[src/rtl/mem_port_arbiter_pkg.sv]
// mem_port_arbiter shared types: FSM state, read-return owner, IO region bit.
package mem_port_arbiter_pkg;

  typedef enum logic [1:0] {
    ST_IDLE  = 2'd0,
    ST_WAIT  = 2'd1,
    ST_FORCE = 2'd2
  } arb_state_t;

  typedef enum logic [1:0] {
    OWN_NONE = 2'd0,
    OWN_PIPE = 2'd1,
    OWN_EXT  = 2'd2
  } rd_owner_t;

  localparam int IO_BIT = 7;

endpackage

[src/rtl/mem_port_arbiter_if.sv]
// Pipeline, external requester and shared RAM/IO bus signals of the MEM port.
interface mem_port_arbiter_if #(
  parameter int ADDR_W = 32
);
  logic              p_req;
  logic              p_we;
  logic [ADDR_W-1:0] p_addr;
  logic [31:0]       p_wdata;
  logic              p_stall;
  logic [31:0]       p_rdata;
  logic              p_rvalid;

  logic              e_req;
  logic              e_we;
  logic [ADDR_W-1:0] e_addr;
  logic [31:0]       e_wdata;
  logic              e_gnt;
  logic              e_err;
  logic [31:0]       e_rdata;
  logic              e_rvalid;

  logic [ADDR_W-1:0] bus_addr;
  logic [31:0]       bus_wdata;
  logic              bus_we;
  logic [31:0]       bus_rdata;

  modport master (
    output p_req, p_we, p_addr, p_wdata,
    output e_req, e_we, e_addr, e_wdata,
    output bus_rdata,
    input  p_stall, p_rdata, p_rvalid,
    input  e_gnt, e_err, e_rdata, e_rvalid,
    input  bus_addr, bus_wdata, bus_we
  );

  modport slave (
    input  p_req, p_we, p_addr, p_wdata,
    input  e_req, e_we, e_addr, e_wdata,
    input  bus_rdata,
    output p_stall, p_rdata, p_rvalid,
    output e_gnt, e_err, e_rdata, e_rvalid,
    output bus_addr, bus_wdata, bus_we
  );
endinterface

[src/rtl/mem_port_arbiter.sv]
// MEM-stage data port arbiter: pipeline first, external side forced after MAX_WAIT.
// Optional MEMARB_IO_PROTECT_EN refuses external accesses to the IO region.
module mem_port_arbiter
  import mem_port_arbiter_pkg::*;
#(
  parameter int MAX_WAIT = 4,
  parameter int ADDR_W   = 32
) (
  input logic               clock,
  input logic               reset,
  mem_port_arbiter_if.slave port
);

  arb_state_t state;
  logic [3:0] wait_cnt;
  rd_owner_t  rd_owner;
  rd_owner_t  own;
  logic [31:0] p_q;
  logic [31:0] e_q;

  logic ext_want;
  logic ext_blk;
  logic gnt;
  logic err;
  logic stall;
  logic p_rv;
  logic e_rv;

`ifdef MEMARB_IO_PROTECT_EN
  assign ext_blk = port.e_addr[IO_BIT];
`else
  assign ext_blk = 1'b0;
`endif

  assign ext_want = port.e_req &&
    (!port.p_req || state == ST_FORCE);

  always_comb begin
    own   = OWN_NONE;
    gnt   = 1'b0;
    err   = 1'b0;
    stall = 1'b0;
    if (!reset) begin
      if (ext_want && ext_blk) begin
        // refused access leaves the port to the pipeline
        err = 1'b1;
        own = port.p_req ? OWN_PIPE : OWN_NONE;
      end else if (ext_want) begin
        gnt   = 1'b1;
        own   = OWN_EXT;
        stall = port.p_req;
      end else if (port.p_req) begin
        own = OWN_PIPE;
      end
    end
  end

  always_comb begin
    port.bus_we    = 1'b0;
    port.bus_addr  = '0;
    port.bus_wdata = '0;
    unique case (own)
      OWN_PIPE: begin
        port.bus_we    = port.p_we;
        port.bus_addr  = port.p_addr;
        port.bus_wdata = port.p_wdata;
      end
      OWN_EXT: begin
        port.bus_we    = port.e_we;
        port.bus_addr  = port.e_addr;
        port.bus_wdata = port.e_wdata;
      end
      default: ;
    endcase
  end

  always_ff @(posedge clock) begin
    if (reset) begin
      state    <= ST_IDLE;
      wait_cnt <= 4'd0;
    end else if (gnt || err || !port.e_req) begin
      state    <= ST_IDLE;
      wait_cnt <= 4'd0;
    end else begin
      // e_req high and lost to the pipeline this cycle
      if (wait_cnt != 4'hF)
        wait_cnt <= wait_cnt + 4'd1;
      if (32'(wait_cnt) + 32'd1 >= 32'(MAX_WAIT))
        state <= ST_FORCE;
      else
        state <= ST_WAIT;
    end
  end

  always_ff @(posedge clock) begin
    if (reset) begin
      rd_owner <= OWN_NONE;
      p_q      <= '0;
      e_q      <= '0;
    end else begin
      if (own == OWN_PIPE && !port.p_we)
        rd_owner <= OWN_PIPE;
      else if (own == OWN_EXT && !port.e_we)
        rd_owner <= OWN_EXT;
      else
        rd_owner <= OWN_NONE;
      if (p_rv) p_q <= port.bus_rdata;
      if (e_rv) e_q <= port.bus_rdata;
    end
  end

  assign p_rv = !reset && rd_owner == OWN_PIPE;
  assign e_rv = !reset && rd_owner == OWN_EXT;

  assign port.p_stall  = stall;
  assign port.e_gnt    = gnt;
  assign port.e_err    = err;
  assign port.p_rvalid = p_rv;
  assign port.e_rvalid = e_rv;
  assign port.p_rdata  = p_rv ? port.bus_rdata : p_q;
  assign port.e_rdata  = e_rv ? port.bus_rdata : e_q;

endmodule

[src/flat_wrapper.sv]
// flat-port wrapper written by rule: the top's interface ports become plain ports
module mem_port_arbiter_flat import mem_port_arbiter_pkg::*;
#(
  parameter int MAX_WAIT = 4,
  parameter int ADDR_W   = 32
)
  (clock, reset, port_p_req, port_p_we, port_p_addr, port_p_wdata, port_e_req, port_e_we, port_e_addr, port_e_wdata, port_bus_rdata, port_p_stall, port_p_rdata, port_p_rvalid, port_e_gnt, port_e_err, port_e_rdata, port_e_rvalid, port_bus_addr, port_bus_wdata, port_bus_we);
  mem_port_arbiter_if #(.ADDR_W(ADDR_W)) port_i ();
  input logic clock;
  input logic reset;
  input wire logic [$bits(port_i.p_req)-1:0] port_p_req;
  input wire logic [$bits(port_i.p_we)-1:0] port_p_we;
  input wire logic [$bits(port_i.p_addr)-1:0] port_p_addr;
  input wire logic [$bits(port_i.p_wdata)-1:0] port_p_wdata;
  input wire logic [$bits(port_i.e_req)-1:0] port_e_req;
  input wire logic [$bits(port_i.e_we)-1:0] port_e_we;
  input wire logic [$bits(port_i.e_addr)-1:0] port_e_addr;
  input wire logic [$bits(port_i.e_wdata)-1:0] port_e_wdata;
  input wire logic [$bits(port_i.bus_rdata)-1:0] port_bus_rdata;
  output wire logic [$bits(port_i.p_stall)-1:0] port_p_stall;
  output wire logic [$bits(port_i.p_rdata)-1:0] port_p_rdata;
  output wire logic [$bits(port_i.p_rvalid)-1:0] port_p_rvalid;
  output wire logic [$bits(port_i.e_gnt)-1:0] port_e_gnt;
  output wire logic [$bits(port_i.e_err)-1:0] port_e_err;
  output wire logic [$bits(port_i.e_rdata)-1:0] port_e_rdata;
  output wire logic [$bits(port_i.e_rvalid)-1:0] port_e_rvalid;
  output wire logic [$bits(port_i.bus_addr)-1:0] port_bus_addr;
  output wire logic [$bits(port_i.bus_wdata)-1:0] port_bus_wdata;
  output wire logic [$bits(port_i.bus_we)-1:0] port_bus_we;
  assign port_i.p_req = port_p_req;
  assign port_i.p_we = port_p_we;
  assign port_i.p_addr = port_p_addr;
  assign port_i.p_wdata = port_p_wdata;
  assign port_i.e_req = port_e_req;
  assign port_i.e_we = port_e_we;
  assign port_i.e_addr = port_e_addr;
  assign port_i.e_wdata = port_e_wdata;
  assign port_i.bus_rdata = port_bus_rdata;
  assign port_p_stall = port_i.p_stall;
  assign port_p_rdata = port_i.p_rdata;
  assign port_p_rvalid = port_i.p_rvalid;
  assign port_e_gnt = port_i.e_gnt;
  assign port_e_err = port_i.e_err;
  assign port_e_rdata = port_i.e_rdata;
  assign port_e_rvalid = port_i.e_rvalid;
  assign port_bus_addr = port_i.bus_addr;
  assign port_bus_wdata = port_i.bus_wdata;
  assign port_bus_we = port_i.bus_we;
  mem_port_arbiter #(.MAX_WAIT(MAX_WAIT), .ADDR_W(ADDR_W)) u_core (.clock(clock), .reset(reset), .port(port_i));
endmodule
[config.mk]
export PLATFORM = sky130hd
export DESIGN_NAME = mem_port_arbiter_flat
export DESIGN_NICKNAME = d
export VERILOG_FILES = /design/src/rtl/mem_port_arbiter_pkg.sv /design/src/rtl/mem_port_arbiter_if.sv /design/src/rtl/mem_port_arbiter.sv /design/src/flat_wrapper.sv
export SDC_FILE = /design/constraint.sdc
export NUM_CORES = 1
export LEC_CHECK = 0
export CAP_MARGIN = 20
export CELL_PAD_IN_SITES_DETAIL_PLACEMENT = 0
export CELL_PAD_IN_SITES_GLOBAL_PLACEMENT = 1
export CORE_UTILIZATION = 23
export DETAILED_ROUTE_END_ITERATION = 16
export GPL_ROUTABILITY_DRIVEN = 0
export HOLD_SLACK_MARGIN = 0.06
export PLACE_DENSITY_LB_ADDON = 0.3
export SLEW_MARGIN = 20
export SYNTH_ARGS = -nofsm -noshare
export SYNTH_HDL_FRONTEND = slang
export SYNTH_SLANG_ARGS = --single-unit
export TNS_END_PERCENT = 10
[constraint.sdc]
create_clock -name clock -period 3.4 [get_ports clock]
set_clock_uncertainty 0.1 [all_clocks]
set_input_delay 0.68 -clock clock [delete_from_list [all_inputs] [get_ports clock]]
set_output_delay 0.68 -clock clock [all_outputs]
set_load 0.05 [all_outputs]
==> impl_metrics.csv <==
group,metric,value,unit
grt,antenna_found_initial,0,
logic_synthesis,syn-cell-area,3854,sq um
clock_network,cts_setup_buffers,0,
critical_path,crit_path_end_kind,"output port",
finish,final_common_cell,"clkdlybuf4s50_1",
grt,grt-ovfl-total,0,
detailed_routing,wirelength,14.73,mm
clock_network,cts_buffer_depth,2,
timing,finalCriticalPeriod,3301,ps
critical_path,ff2ff_path_depth,6,
logic_synthesis,synth.net_count,574,
clock_network,h-tree-depth,3,
placed_design,dpl.hpwl,11.80,mm
finish,num_antenna_cells,0,
logic_synthesis,synth.distinct_cells,29,
critical_path,reg2reg_setup_slack,1590,ps
power_and_ir_drop,ir_drop,0.2605,mV
timing,drv_slew,0,
run_status,status,"complete, no violations",
timing,setup_violations,0,
finish,area_growth,98.28,%
grt,grt_pass1_vias,4208,
logic_synthesis,yosysWarnings,0,
die,io_pins,300,
critical_path,rr_startpoint,"u_core.state[0]$_SDFF_PP0_",
power_and_ir_drop,leakagePower,3.248,nW
job,cap_viol_max_count,0,
timing,finalCritPeriodShare,97.08,%
timing,hold_violations,0,
logic_synthesis,synthTopCellsByArea,"dfxtp_1 37%, mux2_2 19%, a22oi_1 13%",
finish,nets,861,
logic_synthesis,synthCells,404,
min_path,min_to,"u_core.state[0]$_SDFF_PP0_",
grt,grt_max_degree,67,
grt,track_usage,16.96,%
power_and_ir_drop,power_density,300.8,nW/um^2
clock_network,insertion_delay,320,ps
placed_design,io_buffers,298,
critical_path,cp.arrival,2520,ps
min_path,min_from,"u_core.wait_cnt[3]$_SDFFE_PP0N_",
logic_synthesis,avgSynthCellArea,9.539,sq um
placed_design,placed_area,7362,sq um
detailed_routing,firstDrtPassIters,4,
die,die_h,131.4,um
clock_network,cts_resized,0,
detailed_routing,vias,4076,
critical_path,worst_r2r_endpoint,"u_core.rd_owner[1]$_SDFF_PP0_",
clock_network,cts_hold_buf,0,
finish,final_cell_area,7641,sq um
die,dieArea,17280,sq um
detailed_routing,drc,0,
die,core,16120,sq um
clock_network,cts_made_buffers,9,
finish,final_cell_mix,"165 x clkdlybuf4s50_1, 118 x buf_4, 72 x dfxtp_1",
logic_synthesis,seq_area_frac_synth,37.40,%
timing,rsz0062_at_grt,"no",
die,start_util,23.91,%
critical_path,crit_start,"port_e_req",
logic_synthesis,ys_ff_latch,72,
min_path,hold_path_depth,1,
clock_network,cts.sinks,72,
detailed_routing,wl_per_cell,16.18,um
die,die_x,131.4,um
logic_synthesis,netlist.top_cell.by_area,"dfxtp_1",
timing,timing.fmax,0.3030,GHz
clock_network,cts_tree,"built",
detailed_routing,antenna_left,0,
detailed_routing,drtIter0Drc,101,
min_path,min_path_type,"reg2reg",
die,row_count,46,
placed_design,dp_cells,896,
critical_path,worstSetupPathType,"in2out",
grt,grt_pass1_wl,23.09,mm
finish,fillers,1536,
logic_synthesis,synth_top_area_share,37.40,%
critical_path,cp-start-kind,"primary input",
clock_network,clkTransAtPathRegs,50,ps
finish,fin_cells,910,
critical_path,cp.required,2620,ps
finish,drive_above_1_share,42.07,%
clock_network,root_buffer,"clkbuf_16",
critical_path,crit_fanout,30,
detailed_routing,viasPerCell,4.479,
## power by group
group	switching (mW)	leakage (nW)	internal (mW)	total, mW
Combinational	0.319	2.54	0.316	0.635
Clock	0.304	0.126	0.504	0.808
Sequential	0.00285	0.581	0.853	0.856
## worst max-delay path by stage
stage | to | slack [ps] | cells past startpoint
2_1_floorplan | port_bus_addr[29] | -130 | 9
3_3_place_gp | port_bus_wdata[19] | 60 | 9
3_5_place_dp | port_bus_wdata[19] | 50 | 9
4_1_cts | port_bus_wdata[19] | 40 | 7
5_1_grt | port_bus_addr[3] | 10 | 6
6_report | port_bus_addr[3] | 100 | 6
## routing by layer
layer | up-vias | share of wire (%) | track usage (%)
li1 | 1975 | - | -
met1 | 1894 | 38 | 18.32
met4 | 0 | 2.0 | 5.556
met5 | - | 0 | 0
met3 | 20 | 8.9 | 5.941
met2 | 187 | 51 | 30.57
## cells by family (layout without fill, tap and decap cells)
kind of cell | Yosys count | after routing | synth area share (%)
other | 1 | 1 | 0.09731
DFF | 72 | 72 | 37.40
muxes | 65 | 65 | 18.96
xor gates and xnor gates | 1 | 1 | 0.2273
buffers and inverters | 38 | 328 | 5.163
AOI/OAI and AO/OA | 69 | 69 | 13.31
adders and majority gates | 4 | 4 | 1.299
and+or+nand+nor | 154 | 154 | 23.54
## critical path, stage by stage
cell and delay, ps:
clkdlybuf4s50_1 540, nand3b_1 140, ha_4 580, buf_4 330, nor2_4 70, buf_12 150
## final cells by class
class	count	area, sq um	share of cell area [%]
clock buffer	13	250.2	3.275
inverter	2	7.507	0.09825
timing repair buffer	312	3103	40.61
clock inverter	1	5.005	0.06550
tap	216	270.3	3.537
sequential	72	1441	18.86
multi-input combinational	294	2564	33.55
## cells in the mapped netlist (all sizes together)
cell type	number
dfxtp	72
nor2	70
a22oi	65
mux2	64
and2b	58
clkbuf	20
buf	16
nor2b	9
ha	4
nand2b	3
nor3b	3
a21oi	2
inv	2
nand2	2
nand3	2
nand3b	2
nor3	2
a211oi	1
and2	1
and3b	1
conb	1
mux2i	1
nor4b	1
o21bai	1
xnor2	1
## flip-flops by register name, indices dropped and copies added, names as in the netlist
name             count
u_core.e_q          32
u_core.wait_cnt      4
u_core.rd_owner      2
u_core.p_q          32
u_core.state         2
## metrics by stage
stage | total power [mW] | TNS (ps) | worst slack, ps | hold slack (ps) | utilization [%]
2_1_floorplan | 1.180 | -4610 | -130.8 | 343.8 | -
3_5_place_dp | 1.508 | 0 | 47.14 | 380.8 | 45.68
4_1_cts | 2.344 | 0 | 38.52 | 397.1 | 47.27
3_3_place_gp | 1.503 | 0 | 63.46 | 369.5 | 45.68
6_report | 2.299 | 0 | 99.43 | 389.7 | 47.41
5_1_grt | 2.405 | 0 | 10.83 | 419.5 | 47.41
Power figures use the tool's default switching activity.
